$ cat src/rtl/cache_bus_arbiter.sv
// cache_bus_arbiter: grants the shared snooping bus to one of NUM_REQ L1
// cache control units at a time. Write-backs beat read-miss address phases,
// round-robin applies within each class, every tenure lasts the requested
// number of cycles (or ends early if the owner lets go) and is followed by a
// single turnaround cycle.
// Optional build macro: BUS_ARB_AGING_EN -- read requesters that keep losing
// arbitration are promoted into the write-back class so they cannot starve.
module cache_bus_arbiter #(
  parameter int NUM_REQ   = 2,
  parameter int CLC_W     = 4,
  parameter int AGE_LIMIT = 3
) (
  input  logic                     plusclk,
  input  logic                     rst,
  input  logic [NUM_REQ-1:0]       bus_req,
  input  logic [NUM_REQ-1:0]       bus_req_op,
  input  logic [NUM_REQ*CLC_W-1:0] bus_req_clc,
  output logic [NUM_REQ-1:0]       bus_get,
  output logic                     bus_busy,
  output logic [2:0]               bus_owner,
  output logic                     tenure_last
);

  // Reject configurations the 3-bit owner index or the 2-bit age counters
  // cannot represent.
  if (NUM_REQ < 2 || NUM_REQ > 8 || CLC_W < 1 || AGE_LIMIT < 1 || AGE_LIMIT > 3) begin : g_param_check
    $error("cache_bus_arbiter: parameter out of range");
  end

  typedef enum logic [1:0] {
    ST_IDLE  = 2'd0,
    ST_GRANT = 2'd1,
    ST_TURN  = 2'd2
  } state_e;

  state_e             state_q,  state_d;
  logic [CLC_W-1:0]   cnt_q,    cnt_d;
  logic [NUM_REQ-1:0] get_q,    get_d;
  logic               busy_q,   busy_d;
  logic [2:0]         owner_q,  owner_d;
  logic [2:0]         rd_ptr_q, rd_ptr_d;
  logic [2:0]         wb_ptr_q, wb_ptr_d;

  logic [NUM_REQ-1:0] promoted;
  logic [NUM_REQ-1:0] wb_cand;
  logic [NUM_REQ-1:0] rd_cand;
  logic               wb_class;
  logic [2:0]         win_idx;
  logic [2:0]         win_next;
  logic [CLC_W-1:0]   win_clc;
  logic               select_fire;
  logic               owner_req;

  // First set bit of cand at or after ptr, wrapping at NUM_REQ. Scanning the
  // offsets from largest to smallest lets the nearest candidate win.
  function automatic logic [2:0] rr_pick(input logic [NUM_REQ-1:0] cand,
                                         input logic [2:0]         ptr);
    rr_pick = ptr;
    for (int k = NUM_REQ - 1; k >= 0; k--) begin
      for (int j = 0; j < NUM_REQ; j++) begin
        if (cand[j] && (j == (int'(ptr) + k) % NUM_REQ)) begin
          rr_pick = 3'(j);
        end
      end
    end
  endfunction

`ifdef BUS_ARB_AGING_EN
  logic [NUM_REQ-1:0][1:0] age_q, age_d;

  // A waiting read that has lost AGE_LIMIT times competes as a write-back.
  always_comb begin
    for (int j = 0; j < NUM_REQ; j++) begin
      promoted[j] = bus_req[j] & ~bus_req_op[j] & (int'(age_q[j]) >= AGE_LIMIT);
    end
  end

  // Age bookkeeping: clear on grant or withdrawal, count (saturating) every
  // arbitration a pending read loses.
  always_comb begin
    age_d = age_q;
    for (int j = 0; j < NUM_REQ; j++) begin
      if (!bus_req[j]) begin
        age_d[j] = 2'd0;
      end else if (select_fire) begin
        if (j == int'(win_idx)) begin
          age_d[j] = 2'd0;
        end else if (!bus_req_op[j] && age_q[j] != 2'd3) begin
          age_d[j] = age_q[j] + 2'd1;
        end
      end
    end
  end

  // Age counter registers.
  always_ff @(posedge plusclk) begin
    // NOTE: the age array is ordinary state that arbitration reads every
    // cycle, so it is reset like any other register rather than left as an
    // unreset memory.
    if (rst) begin
      age_q <= '0;
    end else begin
      age_q <= age_d;
    end
  end
`else
  // Strict class priority: no read is ever promoted.
  assign promoted = '0;
`endif

  // Class split and winner selection from the live requests.
  always_comb begin
    wb_cand  = (bus_req & bus_req_op) | promoted;
    rd_cand  = bus_req & ~wb_cand;
    wb_class = |wb_cand;
    win_idx  = wb_class ? rr_pick(wb_cand, wb_ptr_q) : rr_pick(rd_cand, rd_ptr_q);
    win_next = 3'((int'(win_idx) + 1) % NUM_REQ);
    win_clc  = '0;
    for (int j = 0; j < NUM_REQ; j++) begin
      if (j == int'(win_idx)) begin
        win_clc = bus_req_clc[j*CLC_W +: CLC_W];
      end
    end
  end

  // The owner still wants the bus; get_q is one-hot while a tenure runs.
  assign owner_req = |(bus_req & get_q);

  // Next-state logic: IDLE -> GRANT (clc cycles) -> TURN (1 cycle) -> ...
  always_comb begin
    // NOTE: every signal written here gets a default first, so no path
    // through the case leaves a value held and a latch inferred.
    state_d     = state_q;
    cnt_d       = cnt_q;
    get_d       = '0;
    owner_d     = owner_q;
    rd_ptr_d    = rd_ptr_q;
    wb_ptr_d    = wb_ptr_q;
    select_fire = 1'b0;

    unique case (state_q)
      ST_IDLE: begin
        if (|bus_req) select_fire = 1'b1;
      end
      ST_GRANT: begin
        if (cnt_q == CLC_W'(1) || !owner_req) begin
          state_d = ST_TURN;
          cnt_d   = '0;
        end else begin
          get_d = get_q;
          cnt_d = cnt_q - CLC_W'(1);
        end
      end
      ST_TURN: begin
        if (|bus_req) select_fire = 1'b1;
        else          state_d     = ST_IDLE;
      end
      default: state_d = ST_IDLE;
    endcase

    // Op and length are captured only here; later changes are ignored.
    if (select_fire) begin
      state_d = ST_GRANT;
      owner_d = win_idx;
      cnt_d   = (win_clc == '0) ? CLC_W'(1) : win_clc;
      for (int j = 0; j < NUM_REQ; j++) begin
        if (j == int'(win_idx)) get_d[j] = 1'b1;
      end
      if (wb_class) wb_ptr_d = win_next;
      else          rd_ptr_d = win_next;
    end

    busy_d = (state_d != ST_IDLE);
  end

  // State and output registers; reset drops any grant with no turnaround.
  always_ff @(posedge plusclk) begin
    // NOTE: non-blocking assignments so every register samples pre-edge
    // values regardless of statement order.
    if (rst) begin
      state_q  <= ST_IDLE;
      cnt_q    <= '0;
      get_q    <= '0;
      busy_q   <= 1'b0;
      owner_q  <= 3'd0;
      rd_ptr_q <= 3'd0;
      wb_ptr_q <= 3'd0;
    end else begin
      state_q  <= state_d;
      cnt_q    <= cnt_d;
      get_q    <= get_d;
      busy_q   <= busy_d;
      owner_q  <= owner_d;
      rd_ptr_q <= rd_ptr_d;
      wb_ptr_q <= wb_ptr_d;
    end
  end

  assign bus_get     = get_q;
  assign bus_busy    = busy_q;
  assign bus_owner   = owner_q;
  assign tenure_last = (state_q == ST_GRANT) && (cnt_q == CLC_W'(1));

endmodule

$ cat config.mk
export PLATFORM = sky130hd
export DESIGN_NAME = cache_bus_arbiter
export DESIGN_NICKNAME = d
export VERILOG_FILES = /design/src/rtl/cache_bus_arbiter.sv
export SDC_FILE = /design/constraint.sdc
export NUM_CORES = 1
export LEC_CHECK = 0
export ABC_AREA = 1
export BUFFER_PORTS_ARGS = -buffer_cell sky130_fd_sc_hd__clkbuf_2
export CAP_MARGIN = 20
export CORE_MARGIN = 3
export CORE_UTILIZATION = 30
export CTS_CLUSTER_SIZE = 12
export DETAILED_ROUTE_END_ITERATION = 6
export PLACE_DENSITY = 0.62
export SYNTH_ARGS = -nofsm -noshare
export SYNTH_HDL_FRONTEND = slang
export SYNTH_SLANG_ARGS = --single-unit
export TNS_END_PERCENT = 20
$ cat constraint.sdc
create_clock -name plusclk -period 1.3 [get_ports plusclk]
set_clock_uncertainty 0.15 [all_clocks]
set_input_delay 0.195 -clock plusclk [delete_from_list [all_inputs] [get_ports plusclk]]
set_output_delay 0.195 -clock plusclk [all_outputs]
set_load 0.01 [all_outputs]
# After elaboration in Yosys (flattened, before gate mapping)
# Index checks and enable logic that the tools add are counted.
# totals
reg_bits	16
output_inout_bits	7
# op_classes
add_sub_neg	4
eq_ne	6
muxes	26
bitwise_logic	8
n_reduce_logical	26
# op_table
operator	n
logical NOT 32 bit	4
two-way mux 3 bit	9
two-way mux 4 bit	6
two-way mux 2 bit	6
logical AND 1 bit	9
OR reduction 2 bit	4
bitwise AND 2 bit	3
one-hot mux 2 bit (3 select lines)	1
equality test 2 bit, first input constant	2
equality test 4 x 1 -> 1 bit, second input constant	1
logical NOT 4 bit	1
two-way mux 1 bit	4
AND reduction 2 bit	2
nonzero test 2 bit	2
subtractor 4 x 1 -> 4 bit, second input constant	1
adder 1 bit, second input constant	3
bitwise AND 1 bit, first input constant	3
equality test 2 x 3 -> 1 bit, first input constant	1
logical NOT 3 bit	1
equality test 2 x 1 -> 1 bit, second input constant	1
equality test 2 bit, second input constant	1
logical NOT 2 bit	1
NOT 2 bit	1
logical NOT 1 bit	1
other kinds (2)	2

# Logic depth before layout (Yosys ltp)
# Gate-level depths: netlist of the first run.
# depth
word_depth	15
mapped_depth	12
mapped_depth_nobuf	12

# Worst setup path after synthesis of the first run
# Ideal clock, no wire load.
# synth_path
path_kind	reg2reg
startpoint	register cnt_q[1]
endpoint	register cnt_q[1]
setup_time_ns	0.071
arrival_time_ns	1.142
required_time_ns	1.079
setup_slack_ns	-0.063
stages_incl_launch_ff	10
period_less_slack_ns	1.363
path_cell_list	dfxtp_1 > inv_1 > ha_1 > nand2_1 > nand2_1 > nor2_1 > inv_1 > nor2_1 > a21oi_1 > a21oi_1
# synth_between
elab_chain_cells	5
word_cells_on_any_way	6
classes_between	add/sub (1); eq/ne (1); mux (3); reduce/logical (1)
# synth_lines
item	line	source
start, declared	37	logic [CLC_W-1:0] cnt_q, cnt_d;
start signal, assigned	190	cnt_q <= cnt_d;
branches (longest 2 deep; another with subtractor 4 x 1 -> 4 bit)	n/a	
two-way mux 4 bit (*)	146	if (cnt_q == CLC_W'(1) || !owner_req) begin
two-way mux 4 bit (*)	141	unique case (state_q)
two-way mux 4 bit (*)	162	if (select_fire) begin
# Mark *: on every way between the ends. The select of a mux whose other input is x is not followed.
# A chain may end at the register's enable or synchronous reset.

# Worst setup path in the final report of the first run
# layout_path
startpoint	register state_q[0]
endpoint	output tenure_last
# layout_between
elab_chain_cells	2
# layout_lines
item	line	source
start, declared	36	state_e state_q, state_d;
start signal, assigned	189	state_q <= state_d;
equality test 2 x 1 -> 1 bit	202	assign tenure_last = (state_q == ST_GRANT) && (cnt_q == CLC_W'(1));
logical AND 1 bit	202	
end, declared	21	output logic tenure_last
# Every way passes these cells.

==> flow_summary.yaml, run 1 <==
outcome:
  status: "finished, violations left"
  failed_checks: "negative setup slack"
floorplan:
  die_height_um: 54.8
  ios: 21
  dieArea_mm2: 0.00301
  start_util: 0.320
  core_mm2: 0.00223
  fp-row-count: 17
  die_x_um: 54.8
routing:
  wl_per_cell_um: 10.3
  drt_wl_total_mm: 1.83
  avgViaCountPerCell: 4.48
  drc: 0
  first_iter_violations: 16
  vias: 797
  antenna_left: 0
  dr.pass1.iters: 2
final_layout:
  multi_input_area_um2: 458
  final_core_util: 0.497
  n_antenna_cell: 0
  final-seq-area_um2: 248
  final_layout_size_suffix_gt1_frac: 0.480
  nFillCells: 235
  area_delta_synth_final_pct: 55.2
  nets: 167
critical_path:
  rr_worst_depth: 10
  crit_path_end_kind: "output pin"
  r2r_end: "cnt_q[1]"
  path_common_cell: "nor2_2"
  crit_start: "state_q[0]"
  r2r_start: "cnt_q[1]"
  crit_arrival_ns: 1.06
  crit_chain: "inv_1 -> nor2_2 -> inv_2 -> nor2_2 -> buf_2"
  crit_buf_inv: 3
  cpLargestDelayFamily: "flip-flops"
  path_max_fanout: 2
  slowest_stage: "dfxtp_2"
  slowest_delay_ns: 0.34
  r2r_slack_ns: -0.10
  crit_required_ns: 0.95
  critPathLaunchType: "register"
  crit_type: "register to output pin"
logic_synthesis:
  netlist_area_um2: 716
  yosys.area.top_type_share: 0.336
  synth_cell_types: 24
  syn_inst: 108
  ys_seq_area_frac: 0.336
  async_flop_share: 0
  synth_seq_cells: 12
  synth_area_leader_cell: "dfxtp_1"
  yosysWarnings: 0
  synthTopCellsByArea: "dfxtp_1, nand2_1, inv_1, a21oi_1, nor2_1"
  synth_flop_cell: "dfxtp_1"
  synth-edff-count: 0
  syn_area_per_cell_um2: 6.63
clock_network:
  clock-root-buffer: "clkbuf_4"
  clkSinkCount: 12
  cts_buffers: 3
  path_clk_slew_ns: 0.08
  clkLatencyLatePin_ns: 0.28
  clk_path_buf_depth: 2
  cts_tree: "built"
  h-tree-depth: 1
  ctsHoldBuffers: 0
power_and_ir_drop:
  clockPowerShare: 0.266
  p_comb_frac: 0.358
  p_seq_frac: 0.376
  leakage_uw: 0.000567
  intPower_uw: 784
  power.switching_uw: 376
  vdd_drop_max_mv: 0.451
  swShare: 0.324
  powerDensity_mw_per_mm2: 1040
sta:
  grt_setup_unrepaired: "true"
  max_freq_mhz: 711
  fin_tns_setup_ns: -0.815
  fin_crit_sh: 1.08
  finalHoldViolCount: 0
  setup_ws_ns: -0.107
  finalSetupViolCount: 11
  final_max_slew_viol_count: 0
  layout_min_cycle_time_ns: 1.41
grt:
  grt.overflow.total: 0
  grt_pass1_vias: 700
  antenna_found_initial: 0
  grt_first_pass_wirelength_mm: 2.86
  grt_max_degree: 13
  grt_usage: 0.138
flow_run:
  cap_violations: 0
min_path:
  hold_path_class: "primary input to register"
  worstHoldEndpoint: "cnt_q[0]"
  worstHoldPathCells: 2
  min_from: "rst"
placement:
  globalplace.congestion: 0.806
  post-dp-hpwl_mm: 1.36
  io_buffers: 18
[stage by stage]
stage | instances | worst slack (ns) | instance area (um2) | hold WS [ns] | power (uW)
after floorplan | 109 | -0.0138 | 729 | 0.123 | 640
after global placement | 167 | -0.142 | 948 | 0.322 | 764
after detailed placement | 167 | -0.157 | 948 | 0.315 | 772
after CTS | 174 | -0.133 | 1070 | 0.103 | 1130
after global routing | 178 | -0.205 | 1110 | 0.110 | 1240
final | 178 | -0.107 | 1110 | 0.104 | 1160
[layer usage]
layer,up-vias,wire (um),GRT usage
li1,427,-,-
met1,347,796,0.168
met2,18,873,0.217
met3,5,91,0.0300
met4,0,66,0.0871
met5,-,0,0
[state kept, by name (all words and copies together), names as in the netlist]
name and cells:
wb_ptr_q 1, bus_busy 1, bus_owner 1, bus_get 2, cnt_q 4, state_q 2
rd_ptr_q 1
[how the worst max path moves through the flow]
| stage | end | cells after the start |
|---|---|---|
| 6_report | tenure_last | 5 |
| 5_1_grt | cnt_q[1] | 10 |
| 4_1_cts | tenure_last | 5 |
| 3_5_place_dp | cnt_q[0] | 11 |
| 3_3_place_gp | cnt_q[0] | 11 |
| 2_1_floorplan | cnt_q[0] | 10 |
[power by group through the flow]
stage                     sequential [uW]  combinational [uW]  clock (uW)
after floorplan                       441                 200           0
after global placement                436                 328           0
after detailed placement              436                 336           0
after CTS                             433                 385         314
after global routing                  445                 458         340
final                                 436                 415         308
[timing repair]
action                     4_1_cts  5_1_grt
pin swaps                        8        8
setup buffers                    3        4
gates resized for setup         22        7
setup endpoints to repair       10       11
[area by class of cell]
| cell class | count | share of cell area |
|---|---|---|
| multi-input combinational | 75 | 0.412 |
| timing repair buffer | 40 | 0.236 |
| sequential | 12 | 0.223 |
| inverter | 19 | 0.0642 |
| clock buffer | 4 | 0.0327 |
| tap | 28 | 0.0315 |
[kinds of logic after synthesis]
family                   after synthesis  share of synthesized area
other                                  1                    0.00524
AO/OA/AOI/OAI                         20                      0.178
buffers and inverters                 22                      0.126
adder cells (fa/ha/maj)                2                     0.0350
flip-flops                            12                      0.336
AND/OR/NAND/NOR                       51                      0.320
[placed cells by master, fill, tap and decap left out, drive strengths merged, types with 2 or more instances in the layout]
cell type / netlist / routed
ha: 2 / 2
o21ai: 3 / 3
nand3: 8 / 8
conb: 1 / 2
nor2: 13 / 13
a21oi: 13 / 13
buf: 2 / 23
inv: 19 / 19
or2: 2 / 2
dfxtp: 12 / 12
nand3b: 3 / 3
clkbuf: 1 / 21
nand2: 24 / 24
[synthesized netlist by cell type, types with 2 or more instances]
cell type  instances
a21oi_1           11
or2_0              2
nand3_1            8
inv_1             17
dfxtp_1           12
o21ai_0            2
inv_2              2
buf_4              2
nand2_1           22
ha_1               2
nand3b_1           3
nor2_1            13
Power figures use the tool's default switching activity.
==> run 2: changes to the inputs <==
--- a/config.mk
+++ b/config.mk
@@ -6,7 +6,7 @@
 export NUM_CORES = 1
 export LEC_CHECK = 0
 export ABC_AREA = 1
-export BUFFER_PORTS_ARGS = -buffer_cell sky130_fd_sc_hd__clkbuf_2
+export BUFFER_PORTS_ARGS = -buffer_cell sky130_fd_sc_hd__buf_2
 export CAP_MARGIN = 20
 export CORE_MARGIN = 3
 export CORE_UTILIZATION = 30
==> flow_summary.yaml, run 2 (synthesized netlist as in run 1, its figures left out) <==
critical_path:
  r2r_start: "rd_ptr_q[0]"
  crit_arrival_ns: 1.42
  crit_required_ns: 1.31
  r2r_slack_ns: -0.11
  path_max_fanout: 6
  r2r_end: "cnt_q[0]"
  rr_worst_depth: 10
  critPathLaunchType: "register"
  crit_type: "register to register"
  crit_path_end_kind: "register"
power_and_ir_drop:
  p_seq_frac: 0.413
  vdd_drop_max_mv: 0.474
  intPower_uw: 703
  leakage_uw: 0.000540
  power_uw: 1050
  p_comb_frac: 0.366
  power.switching_uw: 351
  powerDensity_mw_per_mm2: 998
  clockPowerShare: 0.221
  swShare: 0.333
routing:
  drc: 0
  vias: 799
  antenna_left: 0
  dr.pass1.iters: 4
  first_iter_violations: 10
  wl_per_cell_um: 9.94
  drt_wl_total_mm: 1.73
  avgViaCountPerCell: 4.59
floorplan:
  core_mm2: 0.00223
  fp-row-count: 17
  start_util: 0.320
  ios: 21
  die_x_um: 54.8
  dieArea_mm2: 0.00301
  die_height_um: 54.8
sta:
  max_freq_mhz: 707
  finalHoldViolCount: 0
  fin_crit_sh: 1.09
  grt_setup_unrepaired: "true"
  fin_tns_setup_ns: -0.414
  layout_min_cycle_time_ns: 1.41
  finalSetupViolCount: 9
  setup_ws_ns: -0.114
  final_max_slew_viol_count: 0
min_path:
  worstHoldEndpoint: "cnt_q[0]"
  worstHoldPathCells: 2
  min_from: "rst"
  hold_path_class: "primary input to register"
placement:
  dpl.cell_count: 167
  post-dp-hpwl_mm: 1.35
  io_buffers: 18
  globalplace.congestion: 0.744
  dp_slack_ns: -0.194
grt:
  grt_pass1_vias: 688
  antenna_found_initial: 0
  grt_usage: 0.132
  grt_first_pass_wirelength_mm: 2.86
  grt.overflow.total: 0
  grt_max_degree: 13
clock_network:
  clkSinkCount: 12
  clk_path_buf_depth: 2
  h-tree-depth: 1
  cts_tree: "built"
  cts_buffers: 3
  path_clk_slew_ns: 0.08
  ctsHoldBuffers: 0
  clock-root-buffer: "clkbuf_4"
  clkLatencyLatePin_ns: 0.27
final_layout:
  largest_register: "cnt_q"
  n_antenna_cell: 0
  layout_commonest_cell: "nand2_1"
  area_delta_synth_final_pct: 47.7
  final_layout_size_suffix_gt1_frac: 0.452
  nets: 164
  largest_reg_flops: 4
  instances_no_fill: 174
  final_core_util: 0.473
  layout_common_cells: "nand2_1, buf_2, buf_4"
outcome:
  status: "finished, violations left"
  failed_checks: "negative setup slack"
flow_run:
  cap_violations: 0
==> run 2: changes by cell type in the layout (fill, tap and decap cells not counted), sizes merged <==
cell | previous run | this run
clkbuf | 21 | 3
buf | 23 | 37
==> run 2: area by class of cell <==
| class | instances | area, um2 |
|---|---|---|
| fillers | 233 | 1180 |
| multi-input cells | 75 | 447 |
| flip-flops and latches | 12 | 245 |
| repair buffers | 37 | 236 |
| inverters | 19 | 71.3 |
| well taps | 28 | 35.0 |
| clock buffers | 3 | 22.5 |
==> run 2: metrics by stage <==
stage / instance area [um2] / hold WS [ns]
floorplan: 729 / 0.123
global placement: 948 / 0.321
detailed placement: 948 / 0.319
CTS: 1030 / 0.0788
global route: 1060 / 0.105
finish: 1060 / 0.0854
==> run 2: what timing repair did <==
item,in CTS,in global routing
cloned,0,0
setup buffers,4,0
pin swaps,6,1
endpoints found under the hold margin,0,0
setup endpoints to repair,10,11
gates resized for setup,15,7
==> run 2: power groups by stage <==
stage,Combinational [uW],Sequential (uW),Clock (uW)
2_1_floorplan,200,441,0
3_3_place_gp,327,436,0
3_5_place_dp,334,437,0
4_1_cts,370,433,234
5_1_grt,431,441,249
6_report,386,435,233
==> run 2: critical path: stages, from the launching register on <==
cell     delay, ns
dfxtp_2       0.33
inv_2         0.04
nor2_2        0.07
nor2_1        0.05
nand2_2       0.11
nand2_4       0.08
or2_0         0.21
o21ai_1       0.08
nand2_1       0.07
nand2_1       0.07
a21oi_2       0.04
==> run 2: worst max path at each step <==
stage / startpoint / to / cells after the start
floorplan: rd_ptr_q[0] / cnt_q[0] / 10
global placement: bus_req_op[1] / cnt_q[0] / 12
detailed placement: bus_req_op[1] / cnt_q[0] / 12
CTS: rd_ptr_q[0] / cnt_q[0] / 10
global route: rd_ptr_q[0] / cnt_q[0] / 10
finish: rd_ptr_q[0] / cnt_q[0] / 10
==> run 2: layer usage <==
layer / up-vias / part of all wire / GRT usage
met5: - / 0 / 0
met3: 4 / 0.066 / 0.0300
met4: 0 / 0.017 / 0.0498
met1: 357 / 0.42 / 0.166
li1: 415 / - / -
met2: 23 / 0.49 / 0.217
==> run 3: changes to the inputs <==
--- a/config.mk
+++ b/config.mk
@@ -12,6 +12,7 @@
 export CORE_UTILIZATION = 30
 export CTS_CLUSTER_SIZE = 12
 export DETAILED_ROUTE_END_ITERATION = 6
+export MAX_ROUTING_LAYER = met4
 export PLACE_DENSITY = 0.62
 export SYNTH_ARGS = -nofsm -noshare
 export SYNTH_HDL_FRONTEND = slang
==> flow_summary.yaml, run 3 (synthesized netlist as in run 1, its figures left out) <==
floorplan:
  ios: 21
  dieArea_mm2: 0.00301
  die_x_um: 54.8
  fp-row-count: 17
  start_util: 0.320
  die_height_um: 54.8
  core_mm2: 0.00223
sta:
  setup_ws_ns: -0.114
  layout_min_cycle_time_ns: 1.41
  finalHoldViolCount: 0
  final_max_slew_viol_count: 0
  max_freq_mhz: 707
  hold_ws_ns: 0.0852
  fin_crit_sh: 1.09
  grt_setup_unrepaired: "true"
  fin_tns_setup_ns: -0.414
  finalSetupViolCount: 9
final_layout:
  n_antenna_cell: 0
  nets: 164
  area_delta_synth_final_pct: 47.7
  instances_no_fill: 174
  layout_common_cells: "nand2_1, buf_2, buf_4"
  layout_commonest_cell: "nand2_1"
  nFillCells: 233
  final_layout_size_suffix_gt1_frac: 0.452
  largest_reg_flops: 4
  final_core_util: 0.473
  largest_register: "cnt_q"
critical_path:
  crit_start: "rd_ptr_q[0]"
  worst-path-stages: 10
  r2r_slack_ns: -0.11
  crit_chain: "inv_2 -> nor2_2 -> nor2_1 -> nand2_2 -> nand2_4 -> or2_0 -> o21ai_1 -> nand2_1 -> nand2_1 -> a21oi_2"
  crit_arrival_ns: 1.42
  crit_path_end_kind: "register"
  rr_worst_depth: 10
  slowest_delay_ns: 0.33
  r2r_end: "cnt_q[0]"
  slowest_stage: "dfxtp_2"
  endpoint: "cnt_q[0]"
  crit_required_ns: 1.31
  path_max_fanout: 6
  path_common_cell: "nand2_1"
  r2r_start: "rd_ptr_q[0]"
  crit_buf_inv: 1
  crit_type: "register to register"
  cpLargestDelayFamily: "simple AND/OR/NAND/NOR gates"
  critPathLaunchType: "register"
routing:
  wl_per_cell_um: 9.94
  antenna_left: 0
  drt_wl_total_mm: 1.73
  avgViaCountPerCell: 4.59
  drc: 0
  dr.pass1.iters: 4
  vias: 799
  first_iter_violations: 10
clock_network:
  clock-root-buffer: "clkbuf_4"
  cts_tree: "built"
  clkLatencyLatePin_ns: 0.27
  path_clk_slew_ns: 0.08
  clk_path_buf_depth: 2
  h-tree-depth: 1
  ctsHoldBuffers: 0
  clkSinkCount: 12
  cts_buffers: 3
placement:
  globalplace.congestion: 0.754
  dpl.cell_count: 167
  dp_slack_ns: -0.194
  io_buffers: 18
  post-dp-hpwl_mm: 1.35
grt:
  grt_max_degree: 13
  grt_first_pass_wirelength_mm: 2.86
  grt_usage: 0.136
  grt.overflow.total: 0
  antenna_found_initial: 0
  grt_pass1_vias: 688
power_and_ir_drop:
  vdd_drop_max_mv: 0.474
  leakage_uw: 0.000540
  powerDensity_mw_per_mm2: 998
flow_run:
  cap_violations: 0
outcome:
  failed_checks: "negative setup slack"
  status: "finished, violations left"
min_path:
  min_from: "rst"
  hold_path_class: "primary input to register"
[run 3: what timing repair did]
item,4_1_cts,5_1_grt
buffers inserted,4,0
setup endpoints to repair,10,11
endpoints found under the hold margin,0,0
pin swaps,6,1
gates resized for setup,15,7
[run 3: per-stage QoR]
stage	total power (uW)	instance area (um2)
floorplan	640	729
global placement	763	948
detailed placement	771	948
CTS	1040	1030
global route	1120	1060
finish	1060	1060
[run 3: cell type report]
class                   count  area [um2]  area share
clock buffers               3        22.5      0.0213
repair buffers             37         236       0.224
inverters                  19        71.3      0.0675
multi-input cells          75         447       0.422
well taps                  28        35.0      0.0331
flip-flops and latches     12         245       0.232
[run 3: how the worst min path moves through the flow]
| stage | depth (start not counted) | end |
|---|---|---|
| after CTS | 2 | cnt_q[0] |
| final | 2 | cnt_q[0] |
| after global routing | 2 | cnt_q[0] |
| after floorplan | 1 | wb_ptr_q[0] |
| after detailed placement | 2 | bus_owner[0] |
| after global placement | 2 | bus_owner[0] |
[run 3: routing by layer]
layer	wire length (um)	GRT usage	vias up
li1	-	-	415
met1	734	0.168	357
met2	856	0.217	23
met3	109	0.0272	4
met4	29	0.0498	0
met5	0	-	-
[run 3: where the power goes]
part           switching, uW  internal (uW)
Combinational            198            188
Sequential              26.8            409
Clock                    126            107
